==> src/rtl/quality_grader.sv <==
// Grades items by how many pass/fail criteria they meet.
// The grade is shown on a one-hot LED display for HOLD_CYC cycles.
// Define QUALITY_GRADER_STATS_EN to build in the per-grade saturating counters.
module quality_grader #(
  parameter int unsigned N_CRIT   = 3,
  parameter int unsigned MED_MIN  = 2,
  parameter int unsigned HOLD_CYC = 4,
  parameter int unsigned CNT_W    = 8
) (
  input  logic              clk,
  input  logic              rst_n,
  input  logic              item_valid_i,
  input  logic [N_CRIT-1:0] crit_i,
  input  logic              clear_i,
  output logic              busy_o,
  output logic              grade_valid_o,
  output logic              led_low_o,
  output logic              led_medium_o,
  output logic              led_high_o,
  output logic [1:0]        state_o,
  output logic              overrun_o,
  output logic [CNT_W-1:0]  cnt_low_o,
  output logic [CNT_W-1:0]  cnt_med_o,
  output logic [CNT_W-1:0]  cnt_high_o
);

  localparam logic [1:0] StIdle = 2'b00;
  localparam logic [1:0] StEval = 2'b01;
  localparam logic [1:0] StShow = 2'b10;

  localparam logic [7:0] HoldLast = 8'(HOLD_CYC - 1);
  localparam logic [3:0] CntAll   = 4'(N_CRIT);
  localparam logic [3:0] CntMed   = 4'(MED_MIN);

  logic [1:0]        state_q, state_d;
  logic [N_CRIT-1:0] crit_q, crit_d;
  logic [7:0]        hold_q, hold_d;
  // LED vector is {high, medium, low}
  logic [2:0]        led_q, led_d;
  logic              gv_q, gv_d;
  logic              ovr_q, ovr_d;
  logic [3:0]        pass_cnt;
  logic [2:0]        grade_led;
  logic              busy;

  always_comb begin
    pass_cnt = '0;
    for (int i = 0; i < N_CRIT; i++) begin
      pass_cnt = pass_cnt + 4'(crit_q[i]);
    end
    if (pass_cnt == CntAll) begin
      grade_led = 3'b100;
    end else if (pass_cnt >= CntMed) begin
      grade_led = 3'b010;
    end else begin
      grade_led = 3'b001;
    end
  end

  assign busy = (state_q != StIdle);

  always_comb begin
    state_d = state_q;
    crit_d  = crit_q;
    hold_d  = hold_q;
    led_d   = led_q;
    gv_d    = 1'b0;
    case (state_q)
      StIdle: begin
        if (item_valid_i) begin
          crit_d  = crit_i;
          state_d = StEval;
        end
      end
      StEval: begin
        state_d = StShow;
        led_d   = grade_led;
        gv_d    = 1'b1;
        hold_d  = HoldLast;
      end
      StShow: begin
        if (hold_q == 8'd0) begin
          state_d = StIdle;
          led_d   = 3'b000;
        end else begin
          hold_d = hold_q - 8'd1;
        end
      end
      default: begin
        state_d = StIdle;
        led_d   = 3'b000;
      end
    endcase
  end

  // Clear beats a simultaneous overrun set
  always_comb begin
    ovr_d = ovr_q;
    if (clear_i) begin
      ovr_d = 1'b0;
    end else if (item_valid_i && busy) begin
      ovr_d = 1'b1;
    end
  end

  always_ff @(posedge clk or negedge rst_n) begin
    if (!rst_n) begin
      state_q <= StIdle;
      crit_q  <= '0;
      hold_q  <= '0;
      led_q   <= '0;
      gv_q    <= 1'b0;
      ovr_q   <= 1'b0;
    end else begin
      state_q <= state_d;
      crit_q  <= crit_d;
      hold_q  <= hold_d;
      led_q   <= led_d;
      gv_q    <= gv_d;
      ovr_q   <= ovr_d;
    end
  end

`ifdef QUALITY_GRADER_STATS_EN
  logic [CNT_W-1:0] cnt_low_q, cnt_low_d;
  logic [CNT_W-1:0] cnt_med_q, cnt_med_d;
  logic [CNT_W-1:0] cnt_high_q, cnt_high_d;
  logic             inc;

  // Count on the EVAL->SHOW edge so the new value appears with grade_valid_o
  assign inc = (state_q == StEval);

  always_comb begin
    cnt_low_d  = cnt_low_q;
    cnt_med_d  = cnt_med_q;
    cnt_high_d = cnt_high_q;
    if (clear_i) begin
      cnt_low_d  = '0;
      cnt_med_d  = '0;
      cnt_high_d = '0;
    end else if (inc) begin
      if (grade_led[0] && (cnt_low_q != '1)) cnt_low_d = cnt_low_q + 1'b1;
      if (grade_led[1] && (cnt_med_q != '1)) cnt_med_d = cnt_med_q + 1'b1;
      if (grade_led[2] && (cnt_high_q != '1)) cnt_high_d = cnt_high_q + 1'b1;
    end
  end

  always_ff @(posedge clk or negedge rst_n) begin
    if (!rst_n) begin
      cnt_low_q  <= '0;
      cnt_med_q  <= '0;
      cnt_high_q <= '0;
    end else begin
      cnt_low_q  <= cnt_low_d;
      cnt_med_q  <= cnt_med_d;
      cnt_high_q <= cnt_high_d;
    end
  end

  assign cnt_low_o  = cnt_low_q;
  assign cnt_med_o  = cnt_med_q;
  assign cnt_high_o = cnt_high_q;
`else
  assign cnt_low_o  = '0;
  assign cnt_med_o  = '0;
  assign cnt_high_o = '0;
`endif

  assign busy_o        = busy;
  assign grade_valid_o = gv_q;
  assign led_low_o     = led_q[0];
  assign led_medium_o  = led_q[1];
  assign led_high_o    = led_q[2];
  assign state_o       = state_q;
  assign overrun_o     = ovr_q;

endmodule
==> config.mk <==
export PLATFORM = sky130hd
export DESIGN_NAME = quality_grader
export DESIGN_NICKNAME = d
export VERILOG_FILES = /design/src/rtl/quality_grader.sv
export SDC_FILE = /design/constraint.sdc
export NUM_CORES = 1
export LEC_CHECK = 0
export CAP_MARGIN = 20
export CORE_ASPECT_RATIO = 1.2
export CORE_MARGIN = 8
export CORE_UTILIZATION = 39
export CTS_CLUSTER_SIZE = 24
export DETAILED_ROUTE_END_ITERATION = 10
export PLACE_DENSITY = 0.78
export SKIP_CTS_REPAIR_TIMING = 1
export SYNTH_ARGS = -nofsm -noshare
export SYNTH_HDL_FRONTEND = slang
export SYNTH_SLANG_ARGS = --single-unit
==> constraint.sdc <==
create_clock -name clk -period 1.5 [get_ports clk]
set_input_delay 0.45 -clock clk [delete_from_list [all_inputs] [get_ports clk]]
set_output_delay 0.45 -clock clk [all_outputs]
set_load 0.02 [all_outputs]
== After elaboration in Yosys (flattened, before gate mapping) ==
Index checks and enable logic that the tools add are counted.

* Register bits: 18
* Input bits: 7
* Output and inout port bits: 32
* Word-level logic and storage cells: 39

* Add/sub/neg operators: 3
* Magnitude comparators: 1
* Eq/ne operators: 6
* Multiplexer cells: 12
* Bitwise operators: 1
* Reductions and logical operators: 10

{| class="wikitable"
|+ Operator list
! kind !! count
|-
| 8-bit one-hot mux with 2 select lines || 1
|-
| 3-bit one-hot mux with 3 select lines || 1
|-
| 8-bit zero test || 1
|-
| 8-bit two-way mux || 1
|-
| 2-bit AND reduction || 4
|-
| 8-bit by 1-bit subtractor with 8-bit output (second input constant) || 1
|-
| 2-bit two-way mux || 3
|-
| 3-bit two-way mux || 2
|-
| 2-bit inequality test (second input constant) || 3
|-
| 2-bit one-hot mux with 3 select lines || 1
|-
| 2-bit nonzero test || 3
|-
| 2-bit by 1-bit adder with 3-bit output || 1
|-
| 3-bit by 2-bit == test with 1-bit output (second input constant) || 1
|-
| 3-bit by 2-bit >= comparator with 1-bit output (second input constant) || 1
|-
| 1-bit two-way mux || 3
|-
| 1-bit by 1-bit adder with 2-bit output || 1
|-
| 2-bit by 1-bit == test with 1-bit output (second input constant) || 1
|-
| 2-bit == test (second input constant) || 1
|-
| 2-bit zero test || 1
|-
| 1-bit logical AND || 1
|-
| 1-bit inverter || 1
|}

== Depth between registers and ports, before layout ==
* Depth after elaboration: 6
* Gate-level depth with buffers: 5
* Mapped depth without buffers: 5

== Worst setup path after synthesis ==
Ideal clock, no wire load.

* Kind: register to register
* From: register hold_q[0]
* To: register hold_q[4]
* Library setup time: 0.079 ns
* Data arrival time: 1.510 ns
* Required time: 1.421 ns
* Slack: -0.090 ns
* Cell stages (with the launch flop): 6
* Path buffers: 0
* Period minus slack after synthesis: 1.590 ns
* Cell sequence: dfrtp_1 inv_1 ha_1 nor3b_2 a2111oi_0 mux2i_1

* Cells in the longest elaborated chain, start to end: 3
* Elaborated cells between the ends (all ways): 6
* Those cells by class: add/sub (1); eq/ne (1); mux (2); reduce/logical (2)

{| class="wikitable"
|+ Ends and longest elaborated chain
! what !! line !! text
|-
| from (decl) || 37 || <nowiki>logic [7:0] hold_q, hold_d;</nowiki>
|-
| from (signal assigned) || 117 || <nowiki>hold_q <= hold_d;</nowiki>
|-
| 8-bit by 1-bit subtractor with 8-bit output or 8-bit zero test (tied branches) || 86, 82 ||
|-
| 8-bit two-way mux or 2-bit inequality test (tied branches) || -- ||
|-
| 8-bit one-hot mux with 2 select lines or 2-bit AND reduction (tied branches) || -- ||
|}

Parallel ways exist; a longest one is shown, timed or not. The select of a mux whose other input is x is not followed.
A chain may end at the register's enable or synchronous reset.

== Worst setup path after layout ==
* From: register hold_q[0]
* To: register hold_q[3]

The elaborated chain is that of the path after synthesis.

==> results.yml <==
grt:
  grt_max_degree: 19
  antenna_found_initial: 0
  grt-ovfl-total: 0
  grt_usage_pct: 10.4
  grt_pass1_vias: 903
  grt_pass1_wl_um: 3980
cells_and_area:
  stdcell_area_um2: 1490
  fill_cells: 260
  diodes: 0
  area_growth_pct: 32.7
  layout-drive-gt1-share_pct: 30.3
  nets: 155
synth:
  post-synth-top-count-cell: "buf_4"
  ys_seq_elements: 18
  ys_seq_area_share_pct: 40.0
  syn_avg_cell_area_um2: 10.4
  synthCells: 108
  ys_top_cells_by_count: "buf_4, dfrtp_1, inv_1"
  synth_top_cell_by_area: "dfrtp_1"
  yosys.area.top_type_share_pct: 40.0
  synth_flop_cell: "dfrtp_1"
  synth_cell_types: 39
  netlist_area_um2: 1120
  async_reset_ff_share_pct: 100
  yosysWarnings: 0
  netlist_top_cells_area: "dfrtp_1, buf_4, mux2i_1, nor4_2, inv_1"
  synth_edf_count: 0
routing:
  drc_errors: 0
  detail-route-antenna-nets: 0
  drt-total-wl_um: 2720
  drtPass1Iterations: 4
  vias_per_cell: 4.84
  drt-initial-drc-count: 22
  wire_per_inst_um: 15.2
  vias: 867
place:
  gp_congestion: 0.780
  placed_cell_area_um2: 1320
  portBuffers: 14
  place_hpwl_um: 1910
clock_network:
  cts_buffers: 3
  root_buffer: "clkbuf_4"
  clk_latency_ns: 0.31
  path_clk_slew_ns: 0.11
  htreeDepth: 1
  cts_tree: "yes"
  cts_buffer_depth: 2
  cts_num_sinks: 18
setup_path:
  worst_setup_path_end_kind: "register"
  cp.arrival_ns: 1.92
  setup.worst_path.start: "hold_q[0]"
  r2r_start: "hold_q[0]"
  cp.required_ns: 1.73
  crit_fanout: 4
  critPathKind: "register to register"
  cp-start-kind: "register"
die:
  chipHeight_um: 74.8
  start_util_pct: 40.8
  core-area_um2: 2760
  die_area_um2: 4870
  fp-row-count: 21
  io_pins: 39
  die_w_um: 65.0
timing:
  clock_skew_ns: 0.00916
  finalSetupViolCount: 9
  fmax_mhz: 592
  worst_slack_ns: -0.189
  grt_setup_unrepaired: "yes"
  report.final.slew_viol_count: 0
  final.period_utilization_pct: 113
  period_needed_ns: 1.69
  finalHoldViolCount: 0
run:
  cap_violations: 0
pwr:
  ir_drop_mv: 1.12
  p_per_area_nw_per_um2: 1870
  finalPower_w: 0.00279
  p_leak_nw: 0.789
outcome:
  status: "finished, violations left"
  violations: "setup timing"
worst_hold_path:
  hold_path_class: "primary input to asynchronous set/reset pin"
## layout make-up
class | count | area, um^2 | area share (%)
multi-input combinational | 78 | 604 | 40.5
timing repair buffer | 36 | 324 | 21.7
sequential | 18 | 452 | 30.3
clock buffer | 4 | 36.3 | 2.43
inverter | 9 | 33.8 | 2.26
tap | 34 | 42.5 | 2.85
## registers in the layout, summed over array words and instances, names as in the netlist
signal and cells:
crit_q 3, overrun_o 1, state_o 2, led_q 3
hold_q 8, grade_valid_o 1
## final timing paths
kind	end	slack, ns	cells past startpoint
hold reg to reg	led_q[2]	0.48	1
hold / removal	led_q[0]	0.46	2
setup / recovery	hold_q[3]	-0.19	4
setup reg to reg	hold_q[3]	-0.19	4
max in group asynchronous	state_o[1]	0.83	2
min in group clk	led_q[2]	0.48	1
## per-layer routing
metal	up-vias	part of all wire [%]	global-route usage, %
li1	400	-	-
met1	432	36	9.48
met2	31	54	20.0
met3	4	8.5	3.87
met4	0	1.1	4.61
met5	-	0	0
## per-stage QoR
step / std cells / setup TNS, ns / setup WS, ns / utilization (%) / hold WS [ns]
finish: 179 / -0.632 / -0.189 / 54.1 / 0.457
global route: 179 / -1.09 / -0.188 / 54.1 / 0.488
CTS: 171 / -3.41 / -0.474 / 49.0 / 0.462
global placement: 167 / -0.848 / -0.142 / 47.7 / 0.462
floorplan: 131 / -0.0354 / -0.0354 / - / 0.154
detailed placement: 167 / -1.30 / -0.217 / 47.7 / 0.465
## power by group
| part | internal [W] | switching, W |
|---|---|---|
| sequential | 0.000665 | 0.000149 |
| combinational | 0.000820 | 0.000844 |
| clock | 0.000148 | 0.000165 |
| total | 0.00163 | 0.00116 |
## logic make-up after synthesis
kind of cell	share of synthesized area (%)
AOI/OAI and AO/OA	13.1
muxes	6.56
DFF	40.0
adders and majority gates	2.89
buffers and inverters	20.4
and+or+nand+nor	16.7
other	0.333
## placed cells by master (no fill, tap or decap), drive strengths merged, types with 2 or more instances in the layout
cell	count
nor4	3
clkdlybuf4s50	6
nor3b	2
or3	4
a21o	2
a21oi	2
buf	24
a31oi	2
dlymetal6s2s	6
mux2i	4
or2	3
conb	24
mux2	3
o21ai	2
inv	9
dfrtp	18
a2111o	2
nand2	4
clkbuf	4
nor2	3
## critical path: stages (launching register included)
cell and delay [ns]:
dfrtp_1 0.42, buf_6 0.13, or4b_4 0.55, or3_1 0.36
o21ai_1 0.15
(Power assumes the default switching activity.)
